--- src/rtl/rijndael_shiftrows_stream.sv ---
// rtl/rijndael_shiftrows_stream.sv - column-serial (Inv)ShiftRows for NB = 4/6/8 Rijndael blocks
// Optional double-buffered operation: define RIJNDAEL_SHIFTROWS_PINGPONG_EN.
module rijndael_shiftrows_stream #(
    parameter int NB = 4
) (
    input  logic        clk,
    input  logic        rst,
    input  logic        in_valid,
    output logic        in_ready,
    input  logic [31:0] in_col,
    input  logic        in_inv,
    output logic        out_valid,
    input  logic        out_ready,
    output logic [31:0] out_col,
    output logic        out_last,
    output logic        busy
);
    localparam int CW = $clog2(NB);
    typedef logic [CW-1:0] cnt_t;
    localparam cnt_t LAST = cnt_t'(NB - 1);
    localparam logic [CW:0] NBW = (CW + 1)'(NB);

    if (!(NB == 4 || NB == 6 || NB == 8)) begin : g_nb_check
        $error("rijndael_shiftrows_stream: NB must be 4, 6 or 8");
    end

    // Rijndael-256 is the only block size whose last two rows skip an offset.
    function automatic logic [CW:0] shift_of(input int r);
        return (NB == 8 && r >= 2) ? (CW + 1)'(r + 1) : (CW + 1)'(r);
    endfunction

    cnt_t        wr_cnt;
    cnt_t        rd_cnt;
    logic        rd_inv;
    logic        accept;
    logic        emit;
    cnt_t        src [4];

    assign accept   = in_valid && in_ready;
    assign emit     = out_valid && out_ready;
    assign out_last = out_valid && (rd_cnt == LAST);
    assign busy     = (wr_cnt != '0) || out_valid;

    // Source column per row; explicit compare-and-subtract keeps non-power-of-two NB correct.
    always_comb begin
        logic [CW:0] sh;
        logic [CW:0] f_idx;
        logic [CW:0] i_idx;
        sh    = '0;
        f_idx = '0;
        i_idx = '0;
        src   = '{default: '0};
        for (int r = 0; r < 4; r++) begin
            sh    = shift_of(r);
            f_idx = {1'b0, rd_cnt} + sh;
            if (f_idx >= NBW) f_idx = f_idx - NBW;
            i_idx = {1'b0, rd_cnt} + NBW - sh;
            if (i_idx >= NBW) i_idx = i_idx - NBW;
            src[r] = rd_inv ? i_idx[CW-1:0] : f_idx[CW-1:0];
        end
    end

`ifdef RIJNDAEL_SHIFTROWS_PINGPONG_EN
    logic [31:0] mem [2][NB];
    logic [1:0]  full;
    logic [1:0]  mode;
    logic        wb;
    logic        rb;

    assign in_ready  = !full[wb];
    assign out_valid = full[rb];
    assign rd_inv    = mode[rb];

    always_ff @(posedge clk or posedge rst) begin
        if (rst) begin
            wr_cnt <= '0;
            rd_cnt <= '0;
            full   <= '0;
            mode   <= '0;
            wb     <= 1'b0;
            rb     <= 1'b0;
            for (int b = 0; b < 2; b++)
                for (int i = 0; i < NB; i++)
                    mem[b][i] <= '0;
        end else begin
            if (accept) begin
                mem[wb][wr_cnt] <= in_col;
                if (wr_cnt == '0) mode[wb] <= in_inv;
                if (wr_cnt == LAST) begin
                    wr_cnt   <= '0;
                    full[wb] <= 1'b1;
                    wb       <= ~wb;
                end else begin
                    wr_cnt <= wr_cnt + 1'b1;
                end
            end
            // wb and rb never name the same bank here: one needs it FULL, the other not.
            if (emit) begin
                if (rd_cnt == LAST) begin
                    rd_cnt   <= '0;
                    full[rb] <= 1'b0;
                    rb       <= ~rb;
                end else begin
                    rd_cnt <= rd_cnt + 1'b1;
                end
            end
        end
    end

    always_comb begin
        out_col = '0;
        for (int r = 0; r < 4; r++)
            out_col[31-8*r -: 8] = mem[rb][src[r]][31-8*r -: 8];
    end
`else
    typedef enum logic {FILL, DRAIN} state_t;
    state_t      state;
    state_t      state_nxt;
    logic [31:0] mem [NB];
    logic        mode;

    assign rd_inv = mode;

    always_ff @(posedge clk or posedge rst) begin
        if (rst) begin
            state  <= FILL;
            wr_cnt <= '0;
            rd_cnt <= '0;
            mode   <= 1'b0;
            for (int i = 0; i < NB; i++)
                mem[i] <= '0;
        end else begin
            state <= state_nxt;
            if (accept) begin
                mem[wr_cnt] <= in_col;
                if (wr_cnt == '0) mode <= in_inv;
                wr_cnt <= (wr_cnt == LAST) ? '0 : wr_cnt + 1'b1;
            end
            if (emit)
                rd_cnt <= (rd_cnt == LAST) ? '0 : rd_cnt + 1'b1;
        end
    end

    always_comb begin
        state_nxt = state;
        in_ready  = 1'b0;
        out_valid = 1'b0;
        case (state)
            FILL: begin
                in_ready = 1'b1;
                if (in_valid && wr_cnt == LAST) state_nxt = DRAIN;
            end
            DRAIN: begin
                out_valid = 1'b1;
                if (out_ready && rd_cnt == LAST) state_nxt = FILL;
            end
            default: state_nxt = FILL;
        endcase
    end

    always_comb begin
        out_col = '0;
        for (int r = 0; r < 4; r++)
            out_col[31-8*r -: 8] = mem[src[r]][31-8*r -: 8];
    end
`endif

endmodule

--- config.mk ---
export PLATFORM = sky130hd
export DESIGN_NAME = rijndael_shiftrows_stream
export DESIGN_NICKNAME = d
export VERILOG_FILES = /design/src/rtl/rijndael_shiftrows_stream.sv
export SDC_FILE = /design/constraint.sdc
export NUM_CORES = 1
export LEC_CHECK = 0
export ABC_AREA = 1
export BUFFER_PORTS_ARGS = -buffer_cell sky130_fd_sc_hd__clkbuf_2
export CAP_MARGIN = 20
export CELL_PAD_IN_SITES_DETAIL_PLACEMENT = 0
export CELL_PAD_IN_SITES_GLOBAL_PLACEMENT = 1
export CORE_ASPECT_RATIO = 1.5
export CORE_MARGIN = 10
export CORE_UTILIZATION = 43
export CTS_BUF_LIST = sky130_fd_sc_hd__clkbuf_16
export DETAILED_ROUTE_END_ITERATION = 12
export GPL_TIMING_DRIVEN = 0
export PLACE_DENSITY = 0.82
export SYNTH_ARGS = -nofsm -noshare
export SYNTH_HDL_FRONTEND = slang
export SYNTH_SLANG_ARGS = --single-unit
export TNS_END_PERCENT = 10
--- constraint.sdc ---
create_clock -name clk -period 4.45 [get_ports clk]
set_input_delay 0.2225 -clock clk [delete_from_list [all_inputs] [get_ports clk]]
set_output_delay 0.2225 -clock clk [all_outputs]
set_load 0.05 [all_outputs]
### Word level (Yosys, flattened, before mapping)

Cells that the tools add are included.

| storage, ports and cells | value |
|---|---|
| bits in registers | 134 |
| input port bits | 37 |
| logic and storage cells | 91 |

| operators by class | value |
|---|---|
| add/sub/neg operators | 17 |
| order comparisons | 14 |
| eq/ne operators | 2 |
| muxes and demuxes | 34 |
| bitwise gates (word level) | 6 |
| reduce and logical (&&, ||, !) cells | 10 |

Operator list:

| cell | number |
|---|---|
| $bmux W32 S2 | 4 |
| $bwmux W128 | 1 |
| $mux W32 | 3 |
| $demux W32 S2 | 1 |
| $mux W24 | 2 |
| $ge A3 B3 Y1 const B | 12 |
| $mux W16 | 2 |
| $mux W2 | 14 |
| $mux W8 | 2 |
| $sub A2 B1 Y2 const B | 8 |
| $not A2 Y3 | 5 |
| $add A2 B2 Y3 const B | 2 |
| $logic_and A1 B1 Y1 | 6 |
| $sub A3 B2 Y3 const B | 2 |
| $add A2 B1 Y2 const B | 2 |
| $eq A2 B2 Y1 const B | 2 |
| $mux W1 | 4 |
| $add A2 B1 Y3 const B | 1 |
| $add A2 B3 Y3 const B | 1 |
| $ge A2 B3 Y1 const B | 1 |
| $lt A3 B1 Y1 const B | 1 |
| $sub A3 B1 Y3 const B | 1 |
| $logic_not A2 Y1 | 1 |
| $pmux W1 S2 | 1 |
| other kinds (4) | 4 |

### Longest topological paths before layout

Gate-level depths: netlist of the first run.

| logic depth | value |
|---|---|
| depth in word-level cells | 9 |
| gate-level depth with buffers | 7 |
| mapped depth without buffers | 6 |

### Least setup slack after synthesis of the first run

Ideal clock, no wire load.

| timing | value |
|---|---|
| path kind | register to output |
| start | register state |
| end | output port busy |
| arrival | 1610 ps |
| required time | 4228 ps |
| setup slack | 2618 ps |
| stages on the path, launching flop included | 3 |
| cells stage by stage | dfrtp_1 -> inv_1 -> nand2_1 |

| on the way | value |
|---|---|
| word-level cells in the longest chain between the ends | 2 |

Ends and longest elaborated chain:

| item | RTL line | text |
|---|---|---|
| from (decl) | 117 | `state_t state;` |
| from (signal assigned) | 133 | `state <= state_nxt;` |
| $mux W1 | 148 | `case (state)` |
| $logic_or A1 B1 Y1 | 42 | `assign busy = (wr_cnt != '0) \|\| out_valid;` |
| to (decl) | 16 | `output logic busy` |

No other way between the ends.

### Final worst setup path of the first run

| timing | value |
|---|---|
| start | register rd_cnt[0] |
| end | output port out_col[19] |

| on the way | value |
|---|---|
| word-level cells in the longest chain between the ends | 9 |
| elaborated cells between the ends (all ways) | 14 |
| classes of those cells | 5 x add/sub; 2 x order compare; 6 x mux; 1 x bitwise |

Ends and longest elaborated chain:

| item | RTL line | text |
|---|---|---|
| from (decl) | 33 | `cnt_t rd_cnt;` |
| from (signal assigned) | 140 | `rd_cnt <= (rd_cnt == LAST) ? '0 : rd_cnt + 1'b1;` |
| $add A2 B3 Y3 | 57 | `i_idx = {1'b0, rd_cnt} + NBW - sh;` |
| $sub A3 B1 Y3 | 57 |  |
| $ge A3 B3 Y1 or $sub A2 B1 Y2 (tied branches) | 58 | `if (i_idx >= NBW) i_idx = i_idx - NBW;` |
| $mux W2 | 58 |  |
| $mux W2 (*) | 59 | `src[r] = rd_inv ? i_idx[CW-1:0] : f_idx[CW-1:0];` |
| $not A2 Y3 (not written as such) (*) | 164 | `out_col[31-8*r -: 8] = mem[src[r]][31-8*r -: 8];` |
| $bmux W32 S2 (*) | 164 |  |
| $mux W24 (not written as such) (*) (2 in series) | 164 |  |
| to (decl) | 14 | `output logic [31:0] out_col,` |

Mark *: on every way between the ends. The rest lies on a longest branch, timed or not. The select of a mux whose other input is x is not followed.

==> results.py, run 1 <==
metrics = {
    "hold_path": {
        "holdPathStages": 3,
        "holdCritStartpoint": "in_inv",
        "min_to": "mode",
        "min_path_type": "in -> reg",
    },
    "yosys": {
        "yosysSeqAreaShare_pct": 49.7,
        "yosysWarnings": 0,
        "synthFlopType": "dfrtp_1",
        "async_flop_share_pct": 100,
        "yosysUniqueCellTypes": 14,
        "yosys.area_share.simple_pct": 40.3,
        "synth_top_area_share_pct": 49.7,
        "synth.most_common_cell": "nand2_1",
        "synth-seq-cells": 134,
        "synthTopCellsByArea": "dfrtp_1 50%, nand2_1 28%, nand3_1 12%",
        "synthXorXnorAreaFrac_pct": 0,
        "synth_compound_area_share_pct": 0.297,
        "synthesis.area_um2": 6740,
        "synth_edf_count": 0,
        "synth_top_area_cell": "dfrtp_1",
        "synthAdderAreaFrac_pct": 0.928,
        "synth_area_per_cell_um2": 7.14,
        "syn-instance-count": 944,
        "synth_top_family_by_area": "simple AND/OR/NAND/NOR gates",
        "yosys-mux-area-fraction_pct": 0,
        "synthTopCellsByCount": "497 x nand2_1, 165 x nand3_1, 134 x dfrtp_1",
        "synthesis.nets": 986,
    },
    "power": {
        "p_clk_share_pct": 20.1,
        "total_power_mw": 7.63,
        "p_comb_share_pct": 52.8,
        "switching_share_pct": 50.7,
        "power.switching_mw": 3.87,
        "max-vdd-ir-drop_mv": 0.570,
        "power.leakage_nw": 4.68,
        "power_density_nw_per_um2": 950,
        "intPower_mw": 3.76,
        "seqPwrFrac_pct": 27.1,
    },
    "route": {
        "drt.antenna.violating_nets": 0,
        "drcViolationCount": 0,
        "routedWlPerCell_um": 17.6,
        "vias_per_cell": 5.02,
        "dr.pass1.iters": 5,
        "wl_um": 22000,
        "num_vias": 6287,
        "drtIter0Drc": 436,
    },
    "layout": {
        "drive_gt1_share_pct": 13.7,
        "multi_input_area_um2": 2800,
        "n_fill_cell": 1619,
        "nets": 1079,
        "instances_no_fill": 1253,
        "regArea_um2": 3350,
        "finalCoreUtilization_pct": 51.9,
        "syn2layout_area_growth_pct": 19.2,
        "fin_area_um2": 8030,
        "insertedDiodeCount": 0,
    },
    "timing": {
        "min_period_over_period_pct": 61.1,
        "fin_ws_ps": 1730,
        "hold_violations": 0,
        "holdWs_ps": 58.8,
        "relSlewSlack_pct": 51.8,
        "final.min_clock_period_ps": 2720,
        "rsz0062_at_grt": "false",
        "setup_viol": 0,
        "fin_tns_setup_ps": 0,
        "tightest_slew_ps": 722,
        "fin_skew_ps": 8.51,
        "drv_slew": 0,
        "fmax_ghz": 0.368,
    },
    "clocking": {
        "root_buffer": "clkbuf_16",
        "cts_tree": "yes",
        "postCtsHoldBufs": 1,
        "postCtsSetupBuffers": 0,
        "clockBufferDepth": 2,
        "clk_pin_slew_ps": 60,
        "post_cts_resize_count": 0,
        "htree_levels": 4,
        "insertion_delay_ps": 420,
        "numCtsBuffers": 17,
        "cts.sinks": 134,
    },
    "critical_path": {
        "path_delay_family": "buffers and inverters",
        "cp_cell_sequence": "ha_1 > inv_1 > nand2_1 > nand2_1 > buf_2 > nand2_1 > nand2_1 > clkbuf_2",
        "slowest_delay_ps": 400,
        "cp_data_arrival_time_ps": 2500,
        "worst_setup_path_start_kind": "register",
        "r2r_cells": 7,
        "cp_common_cell": "nand2_1",
        "critPathBufInv": 3,
        "required_ps": 4230,
        "cp_slowest_cell": "dfrtp_1",
        "crit_type": "reg -> out",
        "end_kind": "primary output",
        "reg2reg_from": "wr_cnt[0]",
        "rrSetupSlack_ps": 2490,
        "r2r-end": "mem[119]",
        "critical_path_peak_fanout": 10,
    },
    "global_routing": {
        "antenna_found_initial": 0,
        "grt_start_max_net_pins": 89,
        "overflow": 0,
        "grt_pass1_wl_um": 35100,
        "grt_usage_pct": 21.5,
        "grt_pass1_vias": 6282,
    },
    "floorplan": {
        "core_um2": 15500,
        "fp.dieW_um": 122,
        "die_h_um": 173,
        "num_io_pins": 73,
        "initial_core_util_pct": 43.5,
        "dieArea_um2": 21200,
        "rows": 56,
    },
    "placed_design": {
        "place.gp.congestion": 0.820,
        "dp.cells": 1220,
        "preCtsSetupSlack_ps": 2210,
        "dpl.hpwl_um": 14800,
        "dpl_cell_area_um2": 7390,
        "io_buffers": 72,
    },
    "flow_run": {
        "cap_viol_max_count": 0,
    },
    "status": {
        "status": "completed",
    },
}
## area by class of cell
cell class	instances	share of cell area (%)
Clock buffer	17	5.30
Sequential cell	134	41.7
Multi-Input combinational cell	675	34.8
Tap cell	203	3.16
Inverter	74	3.52
Timing Repair Buffer	74	4.95
Buffer	61	3.89
Clock inverter	15	2.63
## flip-flops by register name (all words and copies together), names as in the netlist
| signal | count |
|---|---|
| mem | 128 |
| mode | 1 |
| rd_cnt | 2 |
| state | 1 |
| wr_cnt | 2 |
## power by group through the flow
stage | Combinational (mW) | Clock [mW] | Sequential (mW)
floorplan | 2.93 | 0 | 2.02
global placement | 4.01 | 0 | 2.07
detailed placement | 4.05 | 0 | 2.08
CTS | 4.06 | 1.54 | 2.07
global route | 4.45 | 1.59 | 2.14
finish | 4.03 | 1.53 | 2.07
## routing by layer
metal | wire (um) | global-route usage (%) | vias to the layer above
met2 | 11500 | 37.4 | 176
met1 | 8890 | 25.9 | 3001
met5 | 0 | 0 | -
met4 | 304 | 5.42 | 0
li1 | - | - | 3081
met3 | 1350 | 4.66 | 29
## worst reg2reg max path: stages (launching register included)
cell and delay (ps):
dfrtp_1 410, inv_1 120, ha_1 150, clkbuf_1 380
nand3_1 360, buf_4 310, nand2_1 80, nand2_1 50
## how the worst max path moves through the flow
stage / startpoint / endpoint / slack (ps) / depth (start not counted)
6_report: rd_cnt[0] / out_col[19] / 1730 / 8
5_1_grt: rd_cnt[0] / out_col[19] / 1670 / 8
4_1_cts: rd_cnt[0] / out_col[19] / 1770 / 8
3_5_place_dp: rd_cnt[0] / out_col[19] / 2210 / 8
3_3_place_gp: rst / mem[12] / -1200 / 2
2_1_floorplan: rst / mem[0] / 640 / 1
## cell usage in the layout, fill, tap and decap left out, drive strengths merged
cell	instances
dfrtp	134
buf	43
nand3	165
a21oi	1
dlygate4sd3	1
nand2	497
o21ai	3
nor2	4
clkbuf	108
bufinv	5
ha	5
clkinv	7
inv	77
## cells by family after synthesis
kind of cell / after synthesis
simple gates: 666
buf+inv: 135
flops: 134
fa+ha+maj: 5
compound gates: 4
No activity file was read; power rests on OpenSTA's default activity.
==> run 2, diff against run 1 <==
Settings changed: CORE_UTILIZATION 43 to 39, PLACE_DENSITY 0.82 to 0.79.
Clock period 4.45 ns to 2.25 ns, I/O delays scaled along.
==> run 2 against run 1 <==
Against the previous run: sequential cell count unchanged; largest power group unchanged; sequential power up 98%; critical path depth unchanged; power up 94%; core utilization down 2.5 points.
==> results.py, run 2 (synthesis gave the netlist of run 1 again) <==
metrics = {
    "status": {
        "status": "completed",
    },
    "timing": {
        "fin_skew_ps": 10.2,
        "fin_ws_ps": 111,
        "rsz0062_at_grt": "true",
        "relSlewSlack_pct": 53.8,
        "tightest_slew_ps": 693,
        "final.min_clock_period_ps": 2140,
        "fmax_ghz": 0.467,
        "min_period_over_period_pct": 95.1,
        "hold_violations": 0,
        "drv_slew": 0,
        "setup_viol": 0,
        "fin_tns_setup_ps": 0,
    },
    "route": {
        "num_vias": 6280,
        "vias_per_cell": 4.85,
        "routedWlPerCell_um": 17.0,
        "wl_um": 22000,
        "drtIter0Drc": 375,
        "drt.antenna.violating_nets": 0,
        "drcViolationCount": 0,
        "dr.pass1.iters": 5,
    },
    "clocking": {
        "clockBufferDepth": 2,
        "htree_levels": 4,
        "postCtsSetupBuffers": 0,
        "cts_tree": "yes",
        "numCtsBuffers": 17,
        "clk_pin_slew_ps": 50,
        "insertion_delay_ps": 420,
        "root_buffer": "clkbuf_16",
        "cts.sinks": 134,
    },
    "floorplan": {
        "num_io_pins": 73,
        "fp.dieW_um": 127,
        "die_h_um": 181,
        "rows": 58,
        "initial_core_util_pct": 39.9,
        "core_um2": 16900,
        "dieArea_um2": 23000,
    },
    "layout": {
        "layout_commonest_cell": "nand2_1",
        "insertedDiodeCount": 0,
        "n_fill_cell": 1781,
        "top_register": "mem",
        "drive_gt1_share_pct": 13.1,
        "reg.largest.list": "mem (128), rd_cnt (2), wr_cnt (2)",
        "nets": 1114,
        "final_cell_mix": "495 x nand2_1, 165 x nand3_1, 134 x dfrtp_1",
        "instances_no_fill": 1294,
        "multi_input_area_um2": 2810,
        "regArea_um2": 3350,
        "finalCoreUtilization_pct": 49.4,
        "largest_reg_flops": 128,
        "syn2layout_area_growth_pct": 23.9,
    },
    "global_routing": {
        "grt_usage_pct": 19.7,
        "antenna_found_initial": 0,
        "overflow": 0,
        "grt_pass1_wl_um": 35500,
        "grt_start_max_net_pins": 40,
        "grt_pass1_vias": 6438,
    },
    "placed_design": {
        "preCtsSetupSlack_ps": 138,
        "dp.cells": 1229,
        "io_buffers": 72,
        "place.gp.congestion": 0.817,
        "dpl.hpwl_um": 15200,
    },
    "critical_path": {
        "cp_data_arrival_time_ps": 2030,
        "critical_path_peak_fanout": 10,
        "required_ps": 2140,
        "end_kind": "primary output",
        "crit_type": "reg -> out",
        "worst_setup_path_start_kind": "register",
    },
    "hold_path": {
        "min_path_type": "in -> reg",
    },
    "power": {
        "total_power_mw": 14.8,
        "power.leakage_nw": 4.81,
        "power_density_nw_per_um2": 1770,
        "max-vdd-ir-drop_mv": 0.930,
    },
    "flow_run": {
        "cap_viol_max_count": 0,
    },
}
-- run 2: cell types whose count changed in the layout (fill, tap and decap cells not counted), moves of 3 or more --
| cell | previous run | this run |
|---|---|---|
| bufinv_16 | 5 | 1 |
| buf_4 | 14 | 17 |
| clkinv_4 | 3 | 0 |
| clkbuf_2 | 72 | 63 |
| clkbuf_4 | 0 | 4 |
| inv_1 | 74 | 78 |
| dlygate4sd3_1 | 1 | 35 |
| buf_12 | 0 | 3 |
-- run 2: what timing repair did --
| action | in CTS | in global routing |
|---|---|---|
| resized for setup | 14 | 17 |
| pin swaps | 0 | 0 |
| hold buffers | 35 | 0 |
| setup endpoints to repair | 11 | 19 |
| hold endpoints to repair | 147 | 0 |
-- run 2: per-stage QoR --
step | cell area (um2) | hold slack (ps)
3_3_place_gp | 7370 | 360
6_report | 8350 | 223
2_1_floorplan | 6740 | 250
5_1_grt | 8350 | 276
4_1_cts | 8330 | 228
3_5_place_dp | 7430 | 233
-- run 2: cell type report --
class	count	share of cell area, %
plain buffers	60	3.99
well taps	210	3.15
repair buffers	110	9.59
inverters	74	3.37
multi-input cells	675	33.7
flip-flops and latches	134	40.2
clock buffers	17	5.09
clock inverters	14	0.989
-- run 2: layer usage --
metal | vias to the layer above | part of all wire [%] | GRT usage, %
li1 | 3154 | - | -
met5 | - | 0 | 0
met1 | 2977 | 42 | 22.9
met2 | 126 | 52 | 35.2
met4 | 0 | 1.4 | 4.89
met3 | 23 | 4.4 | 4.25
-- run 2: path summary, 6_finish.rpt --
kind	slack (ps)	depth (start not counted)	end	from
setup / recovery	110	8	out_col[18]	rd_cnt[0]
hold / removal	220	4	mem[62]	in_valid
setup reg to reg	300	7	mem[73]	wr_cnt[1]
hold reg to reg	480	2	mem[35]	mem[35]
max in group asynchronous	1290	4	mem[87]	rst
min in group asynchronous	330	3	mem[76]	rst
-- run 2: report_power, final --
group,switching [mW],leakage (nW),internal (mW)
clock network,0.991,0.277,1.46
registers,0.579,1.68,3.51
logic,6.03,2.84,2.25
-- run 2: worst max-delay path, stage by stage, from the launching register on --
cell     delay (ps)
dfrtp_1         390
ha_1            350
inv_2            90
nand2_1          80
nand2_4         130
buf_8           170
nand2_1          70
nand2_1         110
buf_4           210
==> run 3, diff against run 2 <==
Settings changed: MAX_ROUTING_LAYER from default to met4.
==> run 3 against run 2 <==
Against the previous run: register-to-register slack hardly changed; clock power is essentially flat; sequential cell count is the same; highest routed layer unchanged; critical path type unchanged; non-clock buffer count did not move.
==> results.py, run 3 (synthesis gave the netlist of run 1 again) <==
metrics = {
    "critical_path": {
        "crit_end": "out_col[18]",
        "critical_path_peak_fanout": 10,
        "crit_type": "reg -> out",
        "r2r_cells": 7,
        "cp_data_arrival_time_ps": 2030,
        "worst_setup_path_start_kind": "register",
        "end_kind": "primary output",
        "rrSetupSlack_ps": 290,
        "reg2reg_from": "wr_cnt[1]",
        "startpoint": "rd_cnt[0]",
        "required_ps": 2140,
        "r2r-end": "mem[73]",
    },
    "timing": {
        "min_period_over_period_pct": 95.3,
        "rsz0062_at_grt": "true",
        "hold_violations": 0,
        "fin_skew_ps": 9.27,
        "tightest_slew_ps": 703,
        "setup_viol": 0,
        "fin_ws_ps": 105,
        "final.min_clock_period_ps": 2140,
        "drv_slew": 0,
        "fin_tns_setup_ps": 0,
        "relSlewSlack_pct": 53.1,
        "fmax_ghz": 0.466,
    },
    "layout": {
        "top_register": "mem",
        "nets": 1114,
        "largest_reg_flops": 128,
        "insertedDiodeCount": 0,
        "syn2layout_area_growth_pct": 23.9,
        "drive_gt1_share_pct": 13.1,
        "final_cell_mix": "495 x nand2_1, 165 x nand3_1, 134 x dfrtp_1",
        "finalCoreUtilization_pct": 49.4,
        "instances_no_fill": 1294,
        "reg.largest.list": "mem (128), rd_cnt (2), wr_cnt (2)",
        "n_fill_cell": 1781,
        "layout_commonest_cell": "nand2_1",
    },
    "flow_run": {
        "cap_viol_max_count": 0,
    },
    "global_routing": {
        "grt_pass1_wl_um": 35500,
        "grt_usage_pct": 20.2,
        "overflow": 0,
        "grt_pass1_vias": 6437,
        "grt_start_max_net_pins": 40,
        "antenna_found_initial": 0,
    },
    "clocking": {
        "cts_tree": "yes",
        "cts.sinks": 134,
        "numCtsBuffers": 17,
        "htree_levels": 4,
        "insertion_delay_ps": 430,
        "clockBufferDepth": 2,
        "root_buffer": "clkbuf_16",
        "clk_pin_slew_ps": 50,
    },
    "placed_design": {
        "dp.cells": 1229,
        "place.gp.congestion": 0.829,
        "dpl.hpwl_um": 15200,
        "preCtsSetupSlack_ps": 138,
        "io_buffers": 72,
    },
    "floorplan": {
        "num_io_pins": 73,
        "core_um2": 16900,
        "rows": 58,
        "die_h_um": 181,
        "initial_core_util_pct": 39.9,
        "fp.dieW_um": 127,
        "dieArea_um2": 23000,
    },
    "power": {
        "power_density_nw_per_um2": 1780,
        "total_power_mw": 14.8,
        "power.leakage_nw": 4.81,
        "max-vdd-ir-drop_mv": 0.931,
    },
    "route": {
        "drcViolationCount": 0,
        "routedWlPerCell_um": 17.0,
        "num_vias": 6289,
        "wl_um": 22000,
        "vias_per_cell": 4.86,
        "drtIter0Drc": 340,
        "dr.pass1.iters": 7,
        "drt.antenna.violating_nets": 0,
    },
    "hold_path": {
        "min_path_type": "in -> reg",
    },
    "status": {
        "status": "completed",
    },
}
## run 3: cell counts in the layout (fill, tap and decap cells not counted)
No cell type changed its count.
## run 3: worst min-delay path by stage
stage,start,endpoint,cells past startpoint
2_1_floorplan,in_col[0],mem[0],2
3_3_place_gp,in_inv,mode,3
3_5_place_dp,rst,mem[76],2
4_1_cts,in_valid,mem[62],4
5_1_grt,in_valid,mem[62],4
6_report,in_valid,mem[62],4
## run 3: what timing repair did
item | CTS | global route
resized for setup | 14 | 17
setup endpoints to repair | 11 | 19
pin swaps | 0 | 0
hold endpoints to repair | 147 | 0
buffers inserted | 0 | 0
hold buffers | 35 | 0
## run 3: layer usage
| layer | global-route usage (%) | wire length [um] |
|---|---|---|
| met5 | - | 0 |
| met3 | 3.72 | 903 |
| met1 | 23.2 | 9280 |
| met4 | 4.89 | 363 |
| met2 | 35.3 | 11500 |
## run 3: layout make-up
type,count,area (um2),share of cell area (%)
Buffer,60,333,3.99
Multi-Input combinational cell,675,2810,33.7
Clock inverter,14,82.6,0.989
Timing Repair Buffer,110,801,9.59
Clock buffer,17,425,5.09
Tap cell,210,263,3.15
Sequential cell,134,3350,40.2
Inverter,74,282,3.37
## run 3: where the power goes
group | leakage, nW | internal, mW | total (mW) | switching [mW]
Sequential | 1.68 | 3.51 | 4.09 | 0.580
Clock | 0.277 | 1.46 | 2.45 | 0.994
Combinational | 2.84 | 2.25 | 8.28 | 6.04
## run 3: per-stage QoR
stage	cell area [um2]	hold WS, ps
2_1_floorplan	6740	250
3_3_place_gp	7370	360
3_5_place_dp	7430	233
4_1_cts	8330	228
5_1_grt	8350	276
6_report	8350	239
## run 3: critical path: stages, from the launching register on
cell and delay, ps:
dfrtp_1 390, ha_1 350, inv_2 90, nand2_1 80, nand2_4 130, buf_8 170
nand2_1 80, nand2_1 110, buf_4 210
